===== config.mk =====
export PLATFORM = sky130hd
export DESIGN_NAME = memory_arbiter
export DESIGN_NICKNAME = d
export VERILOG_FILES = /design/src/rtl/memory_arbiter.sv
export SDC_FILE = /design/constraint.sdc
export NUM_CORES = 1
export LEC_CHECK = 0
export BUFFER_PORTS_ARGS = -buffer_cell sky130_fd_sc_hd__buf_4
export CAP_MARGIN = 25
export CORE_ASPECT_RATIO = 1.25
export CORE_UTILIZATION = 42
export DETAILED_ROUTE_END_ITERATION = 6
export HOLD_SLACK_MARGIN = 0.1
export PLACE_DENSITY = 0.87
export SLEW_MARGIN = 20
export SYNTH_ARGS = -nofsm -noshare
export SYNTH_HDL_FRONTEND = slang
export SYNTH_SLANG_ARGS = --single-unit

===== constraint.sdc =====
create_clock -name clk -period 3 [get_ports clk]
set_input_delay 0.75 -clock clk [delete_from_list [all_inputs] [get_ports clk]]
set_output_delay 0.75 -clock clk [all_outputs]
set_load 0.005 [all_outputs]

===== src/rtl/memory_arbiter.sv =====
// memory_arbiter
//   Shares the single Hack data-memory port between requester A (CPU data
//   port) and requester B (DMA / screen-scanout engine). At most one access
//   is granted per cycle, with round-robin ownership and a bounded burst
//   length per owner.
//
//   Optional feature macro: MEM_ARB_WRITE_PROTECT_EN
//     defined   : granted writes to address >= 15'h6000 (keyboard / unmapped)
//                 are dropped (mem_load held low), the grant is still issued
//                 and wr_err is set until reset.
//     undefined : all writes pass through unchanged, wr_err is tied low.
//
//   Handshake: a requester raises req_X together with we_X/addr_X/wdata_X and
//   holds all four stable until it sees gnt_X high in the same cycle; the
//   access commits at the rising edge that ends that cycle. gnt_X is a
//   combinational function of the requests and the registered arbiter state.
//   A read returns data one clock later: rvalid_X pulses for exactly one
//   cycle and rdata_X holds its value until the next read by X. Dropping
//   req_X before a grant simply abandons the access.
//
//   state_dbg / burst_cnt_dbg expose the arbiter FSM for observation.

module memory_arbiter #(
  parameter int BURST_MAX = 4,
  parameter int CNT_W     = 3
) (
  input  logic               clk,
  input  logic               rst_n,

  input  logic               req_a,
  input  logic               we_a,
  input  logic [14:0]        addr_a,
  input  logic [15:0]        wdata_a,
  output logic               gnt_a,
  output logic               rvalid_a,
  output logic [15:0]        rdata_a,

  input  logic               req_b,
  input  logic               we_b,
  input  logic [14:0]        addr_b,
  input  logic [15:0]        wdata_b,
  output logic               gnt_b,
  output logic               rvalid_b,
  output logic [15:0]        rdata_b,

  output logic [15:0]        mem_in,
  output logic               mem_load,
  output logic [14:0]        mem_address,
  input  logic [15:0]        mem_out,

  output logic               wr_err,

  output logic [1:0]         state_dbg,
  output logic [CNT_W-1:0]   burst_cnt_dbg
);

  typedef enum logic [1:0] {
    IDLE  = 2'd0,
    OWN_A = 2'd1,
    OWN_B = 2'd2
  } state_t;

  localparam logic [CNT_W-1:0] BURST_LIM = CNT_W'(BURST_MAX);
  localparam logic [14:0]      PROT_BASE = 15'h6000;

  // last_owner encoding: 0 = A, 1 = B
  localparam logic OWNER_A = 1'b0;
  localparam logic OWNER_B = 1'b1;

  state_t           state;
  logic [CNT_W-1:0] burst_cnt;
  logic             last_owner;

  logic             burst_open;
  logic [CNT_W-1:0] burst_next;
  logic             any_gnt;
  logic             sel_we;
  logic [14:0]      sel_addr;
  logic [15:0]      sel_wdata;
  logic             wr_block;

  // The current owner may keep going while under its burst limit; once it
  // reaches the limit it only keeps the port if the other side is idle.
  assign burst_open = (burst_cnt < BURST_LIM);

  // Saturating increment used when the same owner is granted again.
  assign burst_next = (burst_cnt >= BURST_LIM) ? BURST_LIM : burst_cnt + CNT_W'(1);

  // Grant selection: combinational from requests and registered state.
  always_comb begin
    gnt_a = 1'b0;
    gnt_b = 1'b0;
    if (rst_n) begin
      case (state)
        IDLE: begin
          if (req_a && req_b) begin
            if (last_owner == OWNER_B) gnt_a = 1'b1;
            else                       gnt_b = 1'b1;
          end else if (req_a) begin
            gnt_a = 1'b1;
          end else if (req_b) begin
            gnt_b = 1'b1;
          end
        end
        OWN_A: begin
          if (req_a && (burst_open || !req_b)) gnt_a = 1'b1;
          else if (req_b)                      gnt_b = 1'b1;
        end
        OWN_B: begin
          if (req_b && (burst_open || !req_a)) gnt_b = 1'b1;
          else if (req_a)                      gnt_a = 1'b1;
        end
        default: begin
          gnt_a = 1'b0;
          gnt_b = 1'b0;
        end
      endcase
    end
  end

  assign any_gnt = gnt_a | gnt_b;

  // Memory-port mux: drive the granted requester's command, zeros otherwise.
  always_comb begin
    sel_we    = 1'b0;
    sel_addr  = 15'd0;
    sel_wdata = 16'd0;
    if (gnt_a) begin
      sel_we    = we_a;
      sel_addr  = addr_a;
      sel_wdata = wdata_a;
    end else if (gnt_b) begin
      sel_we    = we_b;
      sel_addr  = addr_b;
      sel_wdata = wdata_b;
    end
  end

  assign mem_address = sel_addr;
  assign mem_in      = sel_wdata;
  assign mem_load    = any_gnt & sel_we & ~wr_block;

`ifdef MEM_ARB_WRITE_PROTECT_EN
  // Writes into the keyboard / unmapped region are suppressed at the port.
  assign wr_block = sel_we & (sel_addr >= PROT_BASE);

  // Sticky record that a protected write was dropped; only reset clears it.
  always_ff @(posedge clk) begin
    if (!rst_n)                wr_err <= 1'b0;
    else if (any_gnt && wr_block) wr_err <= 1'b1;
  end
`else
  assign wr_block = 1'b0;
  assign wr_err   = 1'b0;
`endif

  // Arbiter FSM: ownership follows this cycle's grant, burst counter tracks
  // consecutive grants to the same owner and clears when the port goes idle.
  always_ff @(posedge clk) begin
    if (!rst_n) begin
      state      <= IDLE;
      burst_cnt  <= '0;
      last_owner <= OWNER_B;
    end else if (gnt_a) begin
      state      <= OWN_A;
      last_owner <= OWNER_A;
      burst_cnt  <= (state == OWN_A) ? burst_next : CNT_W'(1);
    end else if (gnt_b) begin
      state      <= OWN_B;
      last_owner <= OWNER_B;
      burst_cnt  <= (state == OWN_B) ? burst_next : CNT_W'(1);
    end else begin
      state      <= IDLE;
      burst_cnt  <= '0;
    end
  end

  // Read return path for A: capture memory data at the grant edge and flag
  // it valid for the following cycle only.
  always_ff @(posedge clk) begin
    if (!rst_n) begin
      rvalid_a <= 1'b0;
      rdata_a  <= 16'd0;
    end else begin
      rvalid_a <= gnt_a & ~we_a;
      if (gnt_a && !we_a) rdata_a <= mem_out;
    end
  end

  // Read return path for B, mirroring A.
  always_ff @(posedge clk) begin
    if (!rst_n) begin
      rvalid_b <= 1'b0;
      rdata_b  <= 16'd0;
    end else begin
      rvalid_b <= gnt_b & ~we_b;
      if (gnt_b && !we_b) rdata_b <= mem_out;
    end
  end

  assign state_dbg     = state;
  assign burst_cnt_dbg = burst_cnt;

endmodule


Word level (Yosys, flattened, before mapping)
Cells that the tools add are included.
Widths: inputs -> output; s select.
Storage, ports and cells
  input port bits: 84
  flip-flop bits (word level): 40
  word-level logic and storage cells: 64
  output and inout bits: 74
Cells by class
  multiplexer cells: 30
  add/subtract/negate cells: 1
  reduce and logical (&&, ||, !) cells: 14
  order comparisons: 2
  equality and inequality tests: 2
  bitwise logic cells: 7
Operators with widths (number)
  $mux 16: 2
  $mux 15: 2
  $mux 1: 18
  $mux 3: 5
  $pmux 1 s3: 2
  $logic_and 1x1->1: 5
  $logic_not 1->1: 4
  $add 3x1->3 const B: 1
  $and 1x1->1: 3
  $ge 3x3->1 const B: 1
  $lt 3x3->1 const B: 1
  $not 1->1: 3
  $eq 2x1->1 const B: 1
  $eq 2x2->1 const B: 1
  $logic_not 2->1: 1
  $logic_or 1x1->1: 2
  $mux 2: 1
  $reduce_bool 2->1: 1
  $reduce_or 2->1: 1
  $or 1x1->1: 1

Logic depth before layout (Yosys ltp)
Gate-level depths: netlist (run 1).
  depth after elaboration: 9
  mapped depth: 6
  gate-level depth less buffers: 4

Worst setup path before layout (run 1)
No wires, ideal clock.
  path kind: input to output
  start point: input req_b
  end point: output mem_address[10]
  buffers on the path: 2
  data required time: 2.250 ns
  setup slack: 0.489 ns
  arrival time: 1.761 ns
  stages: 5
  path through: a21bo_2 a221o_2 buf_6 buf_6 o22ai_2
Between the ends
  word-level cells in the longest chain between the ends: 8
  elaborated cells between the ends (all ways): 19
  those cells by class: mux: 14; reduce/logical: 5
Ends and longest elaborated chain
  start: declaration: line 38  | input logic req_b,
  $logic_not 1->1: line 106  | if (req_a && (burst_open || !req_b)) gnt_a = 1'b1;
  $logic_or 1x1->1: line 106
  $logic_and 1x1->1: line 106
  $mux 1: line 106
  $pmux 1 s3: line 94  | case (state)
  $mux 1: line 93  | if (rst_n) begin
  $mux 15: line 132  | end else if (gnt_b) begin
  $mux 15 *: line 128  | if (gnt_a) begin
  end: declaration: line 48  | output logic [14:0] mem_address,
Every way passes the cells marked *; elsewhere a longest branch is shown, timed or not.

Final worst setup path (run 1)
  start point: register burst_cnt[2] (netlist: burst_cnt_dbg[2])
  end point: output mem_address[14]
Between the ends
  word-level cells in the longest chain between the ends: 8
  elaborated cells between the ends (all ways): 15
  those cells by class: order compare: 1; mux: 10; reduce/logical: 4
Ends and longest elaborated chain
  start: declaration: line 71  | logic [CNT_W-1:0] burst_cnt;
  start signal: assignment: line 167  | burst_cnt <= (state == OWN_A) ? burst_next : CNT_W'(1);
  start signal: assignment: line 171  | burst_cnt <= (state == OWN_B) ? burst_next : CNT_W'(1);
  $lt 3x3->1 *: line 84  | assign burst_open = (burst_cnt < BURST_LIM);
  $logic_or 1x1->1 (on tied branches): line 110, 106
  $logic_and 1x1->1 (on tied branches): line 110, 106
  $mux 1 (on tied branches): line 110, 106
  $pmux 1 s3: line 94
  $mux 1: line 93
  $mux 15: line 132
  $mux 15 *: line 128
Marks and branches as above.

==> impl_metrics.csv, run 1 <==
group,metric,value,unit
routing,ant_nets,0,
grt,grt_overflow,0,
run_status,outcome,"completed",
setup_path,r2r_cells,4,
yosys,synth-edff-count,0,
routing,wl_met1,2550,um
final_layout,antenna_cells,0,
yosys,synth_mux_area_share,14.6,%
clock_network,tritoncts,"done",
yosys,synth_nets,366,
clock_network,cts_resized,0,
setup_path,crit_cells,5,
sta,finalSetupTns,0,ns
setup_path,path_class,"reg -> out",
routing,via_count,2477,
clock_network,cts_root_buffer,"clkbuf_8",
yosys,yosysUniqueCellTypes,36,
sta,max_freq,0.345,GHz
grt,antenna_found_initial,0,
power_and_ir_drop,leakage,1.72,nW
yosys,synth.area.top_cells,"dfxtp_1, nand2_1, o22ai_2",
yosys,synth_top_family_by_area,"simple AND/OR/NAND/NOR gates",
die,fp-row-count,30,
placement,place_area,0.00353,mm^2
setup_path,rrSetupSlack,1.06,ns
job,drv_cap,0,
yosys,synth_top_area_cell,"dfxtp_1",
yosys,syn_area,0.00237,mm^2
power_and_ir_drop,combPwrFrac,28.4,%
die,coreArea,0.00544,mm^2
sta,drv_slew,0,
power_and_ir_drop,switching_share,27.1,%
grt,grt_pass1_wl,10400,um
yosys,yosys.area_share.simple,22.6,%
setup_path,path_delay_family,"compound AO/OA/AOI/OAI gates",
power_and_ir_drop,p_int,0.00106,W
setup_path,critPathMaxStageDelay,0.50,ns
final_layout,synthToLayoutAreaGrowth,54.0,%
die,die_area,0.00595,mm^2
yosys,synthArstFlopShare,0,%
routing,drc,0,
final_layout,drive_gt1_share,48.1,%
routing,wl_met2,3630,um
sta,tightest_slew,0.631,ns
setup_path,cp-start-kind,"flip-flop",
clock_network,cts_buffers,5,
placement,place_hpwl,5020,um
clock_network,post-cts-setup-buffers,0,
final_layout,fin_area,0.00365,mm^2
sta,rsz0062_at_grt,"no",
sta,slew_headroom,57.8,%
sta,clock_skew,0.00525,ns
sta,hold_violations,0,
placement,routabilityCongestion,0.842,
die,ios,158,
yosys,yosysSeqAreaShare,33.8,%
clock_network,clk_latency,0.29,ns
clock_network,clock-sinks,40,
routing,wl_met3,438,um
routing,drt-total-wl,6730,um
grt,grt_max_degree,52,
sta,fin_crit,2.90,ns
min_path,hold_class,"reg -> reg",
die,die_w,69.2,um
grt,first_global_vias,2317,
power_and_ir_drop,peakVddDrop,0.216,mV
routing,vias_per_cell,5.08,
sta,setup_viol,0,
routing,firstDrtPassIters,4,
sta,finalCritPeriodShare,96.7,%
routing,routed.top_layer,"met4",
yosys,synth_area_per_cell,8.47,um^2
power_and_ir_drop,powerDensity,397,mW/mm^2
grt,grt_use_total,21.2,%
yosys,synth_warnings,0,
clock_network,htree_levels,2,
yosys,synth_most_common_cell,"nand2_1",
clock_network,path_clk_slew,0.08,ns
power_and_ir_drop,p_seq_share,39.8,%
placement,portBuffers,156,
yosys,synthXorXnorAreaFrac,0,%
routing,drt_iter0_drc,103,
clock_network,cts.path.max_buffers,2,
routing,wire_per_inst,13.8,um
setup_path,cp_cell_sequence,"mux2_4, a221o_2, buf_12, o22ai_1, buf_4",
setup_path,cp.required,2.25,ns
die,dieHeight,86.0,um
setup_path,crit_buf_inv,2,
yosys,synth_flop_cell,"dfxtp_1",
yosys,synthTopCellsByCount,"nand2_1, dfxtp_1, mux2i_1, o22ai_2, clkbuf_1",
setup_path,path_max_fanout,33,
yosys,syn_inst,280,
power_and_ir_drop,switchingPower,0.000393,W
min_path,holdPathStages,2,
setup_path,cp_slowest_cell,"a221o_2",
clock_network,hold_buffers,0,
setup_path,crit_arrival,2.15,ns
power_and_ir_drop,p_clk_share,31.8,%
yosys,synthAdderAreaFrac,1.05,%
yosys,synth_compound_area_share,20.0,%
die,start_util,43.6,%
yosys,synth_top_area_share,33.8,%
final_layout,nNetsFinal,509,
yosys,synth_seq_cells,40,
setup_path,end_kind,"output pin",
[final timing paths]
check | start | endpoint
min reg2reg | rdata_b[12] | rdata_b[12]
min | rdata_b[12] | rdata_b[12]
max reg2reg | burst_cnt_dbg[2] | rdata_b[7]
max | burst_cnt_dbg[2] | mem_address[14]
[cell usage in the layout, fill, tap and decap left out, drive strengths merged, types with 2 or more instances in the layout]
master,instances
a211oi,2
buf,161
clkbuf,6
dfxtp,40
ha,2
inv,5
mux2i,33
nand2,113
nor2,8
nor3,2
o21ai,2
o22ai,33
[metal layers]
layer  global-route usage [%]  up-vias
met4                     7.24        0
met3                     4.58       11
met1                     23.8     1127
li1                         -     1222
met5                        0        -
met2                     39.5      117
[logic make-up after synthesis]
kind of cell	count (synthesis)
fa+ha+maj	2
flops	40
compound gates	44
mux	34
other cells	1
buf+inv	30
simple gates	129
[sequential cells by signal (all words and copies together) (netlist names)]
register       count
state_dbg          2
rdata_a           16
rdata_b           16
burst_cnt_dbg      3
last_owner         1
rvalid_b           1
rvalid_a           1
[stage by stage]
step	power [W]	setup slack [ns]	cells	utilization [%]	hold slack [ns]
floorplan	0.000799	0.489	280	-	0.444
global placement	0.000991	0.228	480	64.9	0.444
detailed placement	0.00100	0.195	480	64.9	0.447
CTS	0.00146	0.00495	488	67.1	0.462
global route	0.00151	0.0578	488	67.1	0.479
finish	0.00145	0.0986	488	67.1	0.457
[layout make-up]
| cell class | count | area [um^2] |
|---|---|---|
| fill | 451 | 1790 |
| multi-input combinational | 210 | 1390 |
| timing repair buffer | 161 | 1250 |
| sequential | 40 | 802 |
| clock buffer | 6 | 82.6 |
| tap | 64 | 80.1 |
| clock inverter | 2 | 38.8 |
| inverter | 5 | 18.8 |
[tightest hold or removal path, cell delays in order (launching register included)]
cell and delay [ns]:
dfxtp_1 0.31, nand2_1 0.05, mux2i_1 0.05
[power by group through the flow]
stage / logic [W] / registers [W] / clock network [W]
6_report: 0.000412 / 0.000579 / 0.000461
5_1_grt: 0.000444 / 0.000583 / 0.000487
4_1_cts: 0.000414 / 0.000579 / 0.000463
3_5_place_dp: 0.000411 / 0.000591 / 0
3_3_place_gp: 0.000402 / 0.000589 / 0
2_1_floorplan: 0.000210 / 0.000589 / 0
Power figures use the tool's default switching activity.
==> run 2, diff against run 1 <==
- CELL_PAD_IN_SITES_DETAIL_PLACEMENT: unset -> 1
- CELL_PAD_IN_SITES_GLOBAL_PLACEMENT: unset -> 1
- CORE_UTILIZATION: 42 -> 29
- PLACE_DENSITY: 0.87 -> 0.88
- RECOVER_POWER: unset -> 25
==> run 2 against run 1 <==
  * Setup slack better by 0.16 ns
  * Via count up 0.73%
  * Sequential cell count unchanged
  * First-iteration DRC count down 70%
  * Register-to-register slack worse by 0.10 ns
  * Wire length up 17%
  * Largest cell class unchanged
  * Sequential power about the same
  * Non-clock buffer count up 3
  * Combinational power about the same
  * Clock skew up 0.0078 ns
  * Cell area up 0.92%
  * Critical path depth unchanged
==> impl_metrics.csv, run 2 (same netlist as run 1, synthesis figures left out) <==
group,metric,value,unit
clock_network,cts_resized,0,
min_path,min-delay-start,"rdata_b[7]",
grt,grt_pass1_wl,11900,um
power_and_ir_drop,powerDensity,393,mW/mm^2
clock_network,clock-sinks,40,
sta,whs,0.458,ns
routing,vias_per_cell,4.78,
die,coreArea,0.00788,mm^2
routing,via_count,2495,
die,start_util,30.1,%
grt,grt_use_total,17.1,%
clock_network,path_clk_slew,0.08,ns
setup_path,crit_arrival,1.99,ns
routing,drt_iter0_drc,31,
routing,wl_met2,4340,um
setup_path,path_max_fanout,38,
placement,routabilityCongestion,0.788,
routing,wl_met1,3040,um
sta,max_freq,0.365,GHz
job,drv_cap,0,
sta,drv_slew,0,
routing,drt-total-wl,7870,um
final_layout,drive_gt1_share,46.6,%
clock_network,clk_latency,0.29,ns
placement,place_hpwl,6250,um
die,die_area,0.00855,mm^2
clock_network,htree_levels,2,
setup_path,path_class,"reg -> out",
setup_path,cp.required,2.25,ns
power_and_ir_drop,leakage,1.69,nW
routing,routed.top_layer,"met4",
final_layout,antenna_cells,0,
clock_network,hold_buffers,0,
sta,setup_viol,0,
clock_network,tritoncts,"done",
setup_path,end_kind,"output pin",
setup_path,critPathLaunch,"state_dbg[0]",
sta,finalCritPeriodShare,91.3,%
sta,fin_crit,2.74,ns
final_layout,final_cell_mix,"buf_4, nand2_1, dfxtp_1, mux2i_1, o22ai_2",
setup_path,cp-start-kind,"flip-flop",
sta,rsz0062_at_grt,"no",
grt,grt_overflow,0,
final_layout,nNetsFinal,512,
sta,hold_violations,0,
routing,ant_nets,0,
clock_network,post-cts-setup-buffers,0,
die,die_w,82.9,um
routing,wire_per_inst,15.1,um
die,fp-row-count,36,
placement,portBuffers,156,
sta,finalSetupTns,0,ns
clock_network,cts_root_buffer,"clkbuf_8",
run_status,outcome,"completed",
min_path,hold_class,"reg -> reg",
final_layout,layout_commonest_cell,"buf_4",
die,ios,158,
routing,firstDrtPassIters,3,
final_layout,synthToLayoutAreaGrowth,55.4,%
routing,drc,0,
grt,grt_max_degree,39,
routing,wl_met3,396,um
die,dieHeight,103,um
sta,clock_skew,0.0130,ns
setup_path,timing.rr.start,"state_dbg[0]",
power_and_ir_drop,peakVddDrop,0.264,mV
clock_network,cts_buffers,5,
grt,antenna_found_initial,0,
grt,first_global_vias,2506,
clock_network,cts.path.max_buffers,2,
-- run 2: stage by stage --
| step | utilization, % | power [W] | area, um^2 | instances | setup WS [ns] |
|---|---|---|---|---|---|
| CTS | 47.1 | 0.00148 | 3710 | 522 | 0.243 |
| floorplan | - | 0.000799 | 2370 | 280 | 0.489 |
| global placement | 45.6 | 0.00100 | 3590 | 514 | 0.318 |
| finish | 46.8 | 0.00145 | 3690 | 522 | 0.260 |
| global route | 46.8 | 0.00152 | 3690 | 522 | 0.170 |
| detailed placement | 45.6 | 0.00102 | 3590 | 514 | 0.288 |
-- run 2: critical path, stage by stage, from the launching register on --
cell and delay, ns:
dfxtp_1 0.40, mux2_4 0.33, a221o_2 0.43, buf_12 0.20, o22ai_1 0.20, buf_4 0.13
-- run 2: routing by layer --
metal  GRT usage (%)  vias to the layer above
met2            34.4                       99
li1                -                     1227
met3            3.28                        9
met4            4.64                        0
met5               0                        -
met1            18.1                     1160
-- run 2: cell type report --
class / count / area, um^2
Inverter: 5 / 18.8
Sequential cell: 40 / 801
Clock inverter: 2 / 38.8
Multi-Input combinational cell: 210 / 1390
Clock buffer: 6 / 82.6
Tap cell: 95 / 119
Fill cell: 963 / 4200
Timing Repair Buffer: 164 / 1240
-- run 2: power by group --
part           internal, W  leakage (nW)  switching [W]  total [W]
combinational     0.000225          1.30       0.000189   0.000414
clock             0.000272        0.0614       0.000186   0.000458
sequential        0.000559         0.327      0.0000191   0.000578
total              0.00106          1.69       0.000393    0.00145
-- run 2: final timing paths --
kind                 end  slack (ns)  cells past startpoint
max            mem_in[0]        0.26                      5
min reg2reg   rdata_b[7]        0.46                      2
min           rdata_b[7]        0.46                      2
max reg2reg  rdata_b[15]        0.96                      5
==> run 3, diff against run 2 <==
- RECOVER_POWER: 25 -> unset
==> run 3 against run 2 <==
  * Count of clock-buffer cells in the layout unchanged
  * First-iteration DRC count unchanged
  * Power increased by 0.40%
  * Largest power group unchanged
==> impl_metrics.csv, run 3 (same netlist as run 1, synthesis figures left out) <==
group,metric,value,unit
die,fp-row-count,36,
routing,drt_iter0_drc,31,
grt,grt_max_degree,39,
sta,rsz0062_at_grt,"no",
sta,setup_viol,0,
clock_network,cts_resized,0,
routing,vias_per_cell,4.78,
clock_network,cts_root_buffer,"clkbuf_8",
grt,first_global_vias,2506,
sta,clock_skew,0.0128,ns
setup_path,path_class,"reg -> out",
power_and_ir_drop,p_clk_share,31.5,%
routing,drc,0,
run_status,outcome,"completed",
power_and_ir_drop,leakage,1.73,nW
grt,grt_pass1_wl,11900,um
clock_network,tritoncts,"done",
placement,routabilityCongestion,0.788,
routing,wire_per_inst,15.1,um
grt,grt_use_total,17.1,%
sta,drv_slew,0,
grt,grt_overflow,0,
power_and_ir_drop,switchingPower,0.000394,W
routing,firstDrtPassIters,3,
clock_network,post-cts-setup-buffers,0,
min_path,hold_class,"reg -> reg",
die,die_w,82.9,um
die,coreArea,0.00788,mm^2
setup_path,path_max_fanout,38,
setup_path,cp-start-kind,"flip-flop",
sta,finalSetupTns,0,ns
power_and_ir_drop,powerDensity,392,mW/mm^2
final_layout,layout_commonest_cell,"buf_4",
setup_path,crit_arrival,1.99,ns
setup_path,end_kind,"output pin",
die,start_util,30.1,%
setup_path,cp.required,2.25,ns
final_layout,drive_gt1_share,48.2,%
power_and_ir_drop,peakVddDrop,0.264,mV
die,die_area,0.00855,mm^2
power_and_ir_drop,p_int,0.00106,W
sta,fin_ws,0.259,ns
power_and_ir_drop,combPwrFrac,28.8,%
routing,via_count,2496,
power_and_ir_drop,switching_share,27.1,%
sta,finalCritPeriodShare,91.4,%
min_path,holdPathStages,2,
sta,fin_crit,2.74,ns
sta,hold_violations,0,
setup_path,r2r_cells,5,
clock_network,cts_buffers,5,
clock_network,cts.path.max_buffers,2,
power_and_ir_drop,p_seq_share,39.8,%
final_layout,nNetsFinal,512,
die,dieHeight,103,um
placement,dpl_worst_slack,0.288,ns
sta,max_freq,0.365,GHz
final_layout,synthToLayoutAreaGrowth,56.5,%
die,ios,158,
final_layout,post-route-util,47.1,%
clock_network,clock-sinks,40,
clock_network,path_clk_slew,0.08,ns
routing,drt-total-wl,7890,um
clock_network,htree_levels,2,
placement,portBuffers,156,
job,drv_cap,0,
clock_network,clk_latency,0.29,ns
grt,antenna_found_initial,0,
final_layout,antenna_cells,0,
final_layout,final_cell_mix,"buf_4, nand2_1, dfxtp_1, mux2i_1, o22ai_2",
routing,ant_nets,0,
clock_network,hold_buffers,0,
placement,place_hpwl,6250,um
run 3: final timing paths:
check | slack (ns) | end | from
setup / recovery | 0.26 | mem_in[0] | state_dbg[0]
hold / removal | 0.46 | rdata_b[7] | rdata_b[7]
setup reg to reg | 0.95 | rdata_b[15] | state_dbg[0]
hold reg to reg | 0.46 | rdata_b[7] | rdata_b[7]
run 3: layout make-up:
cell class | instances | area, um^2
fill | 959 | 4170
multi-input combinational | 210 | 1390
timing repair buffer | 164 | 1270
sequential | 40 | 801
tap | 95 | 119
clock buffer | 6 | 82.6
clock inverter | 2 | 38.8
inverter | 5 | 18.8
run 3: stage by stage:
step                total power [W]  std cells  cell area, um^2  hold WS (ns)
finish                      0.00146        522             3710         0.459
global route                0.00153        522             3710         0.479
CTS                         0.00148        522             3710         0.463
detailed placement          0.00102        514             3590         0.451
global placement            0.00100        514             3590         0.444
floorplan                  0.000799        280             2370         0.444
run 3: power by group through the flow:
stage	Combinational, W	Clock (W)	Sequential, W
floorplan	0.000210	0	0.000589
global placement	0.000411	0	0.000590
detailed placement	0.000423	0	0.000592
CTS	0.000425	0.000471	0.000579
global route	0.000453	0.000492	0.000583
finish	0.000419	0.000458	0.000579
run 3: critical path, stage by stage (launching register included):
cell and delay [ns]:
dfxtp_1 0.40, mux2_4 0.33, a221o_2 0.43, buf_12 0.20
o22ai_1 0.20, buf_4 0.13
run 3: layer usage:
layer  GRT usage, %  vias up  share of wire (%)
met5              0        -                  0
met4           4.64        0                1.2
met3           3.28        9                4.9
met2           34.4       99                 55
met1           18.1     1160                 39
li1               -     1228                  -
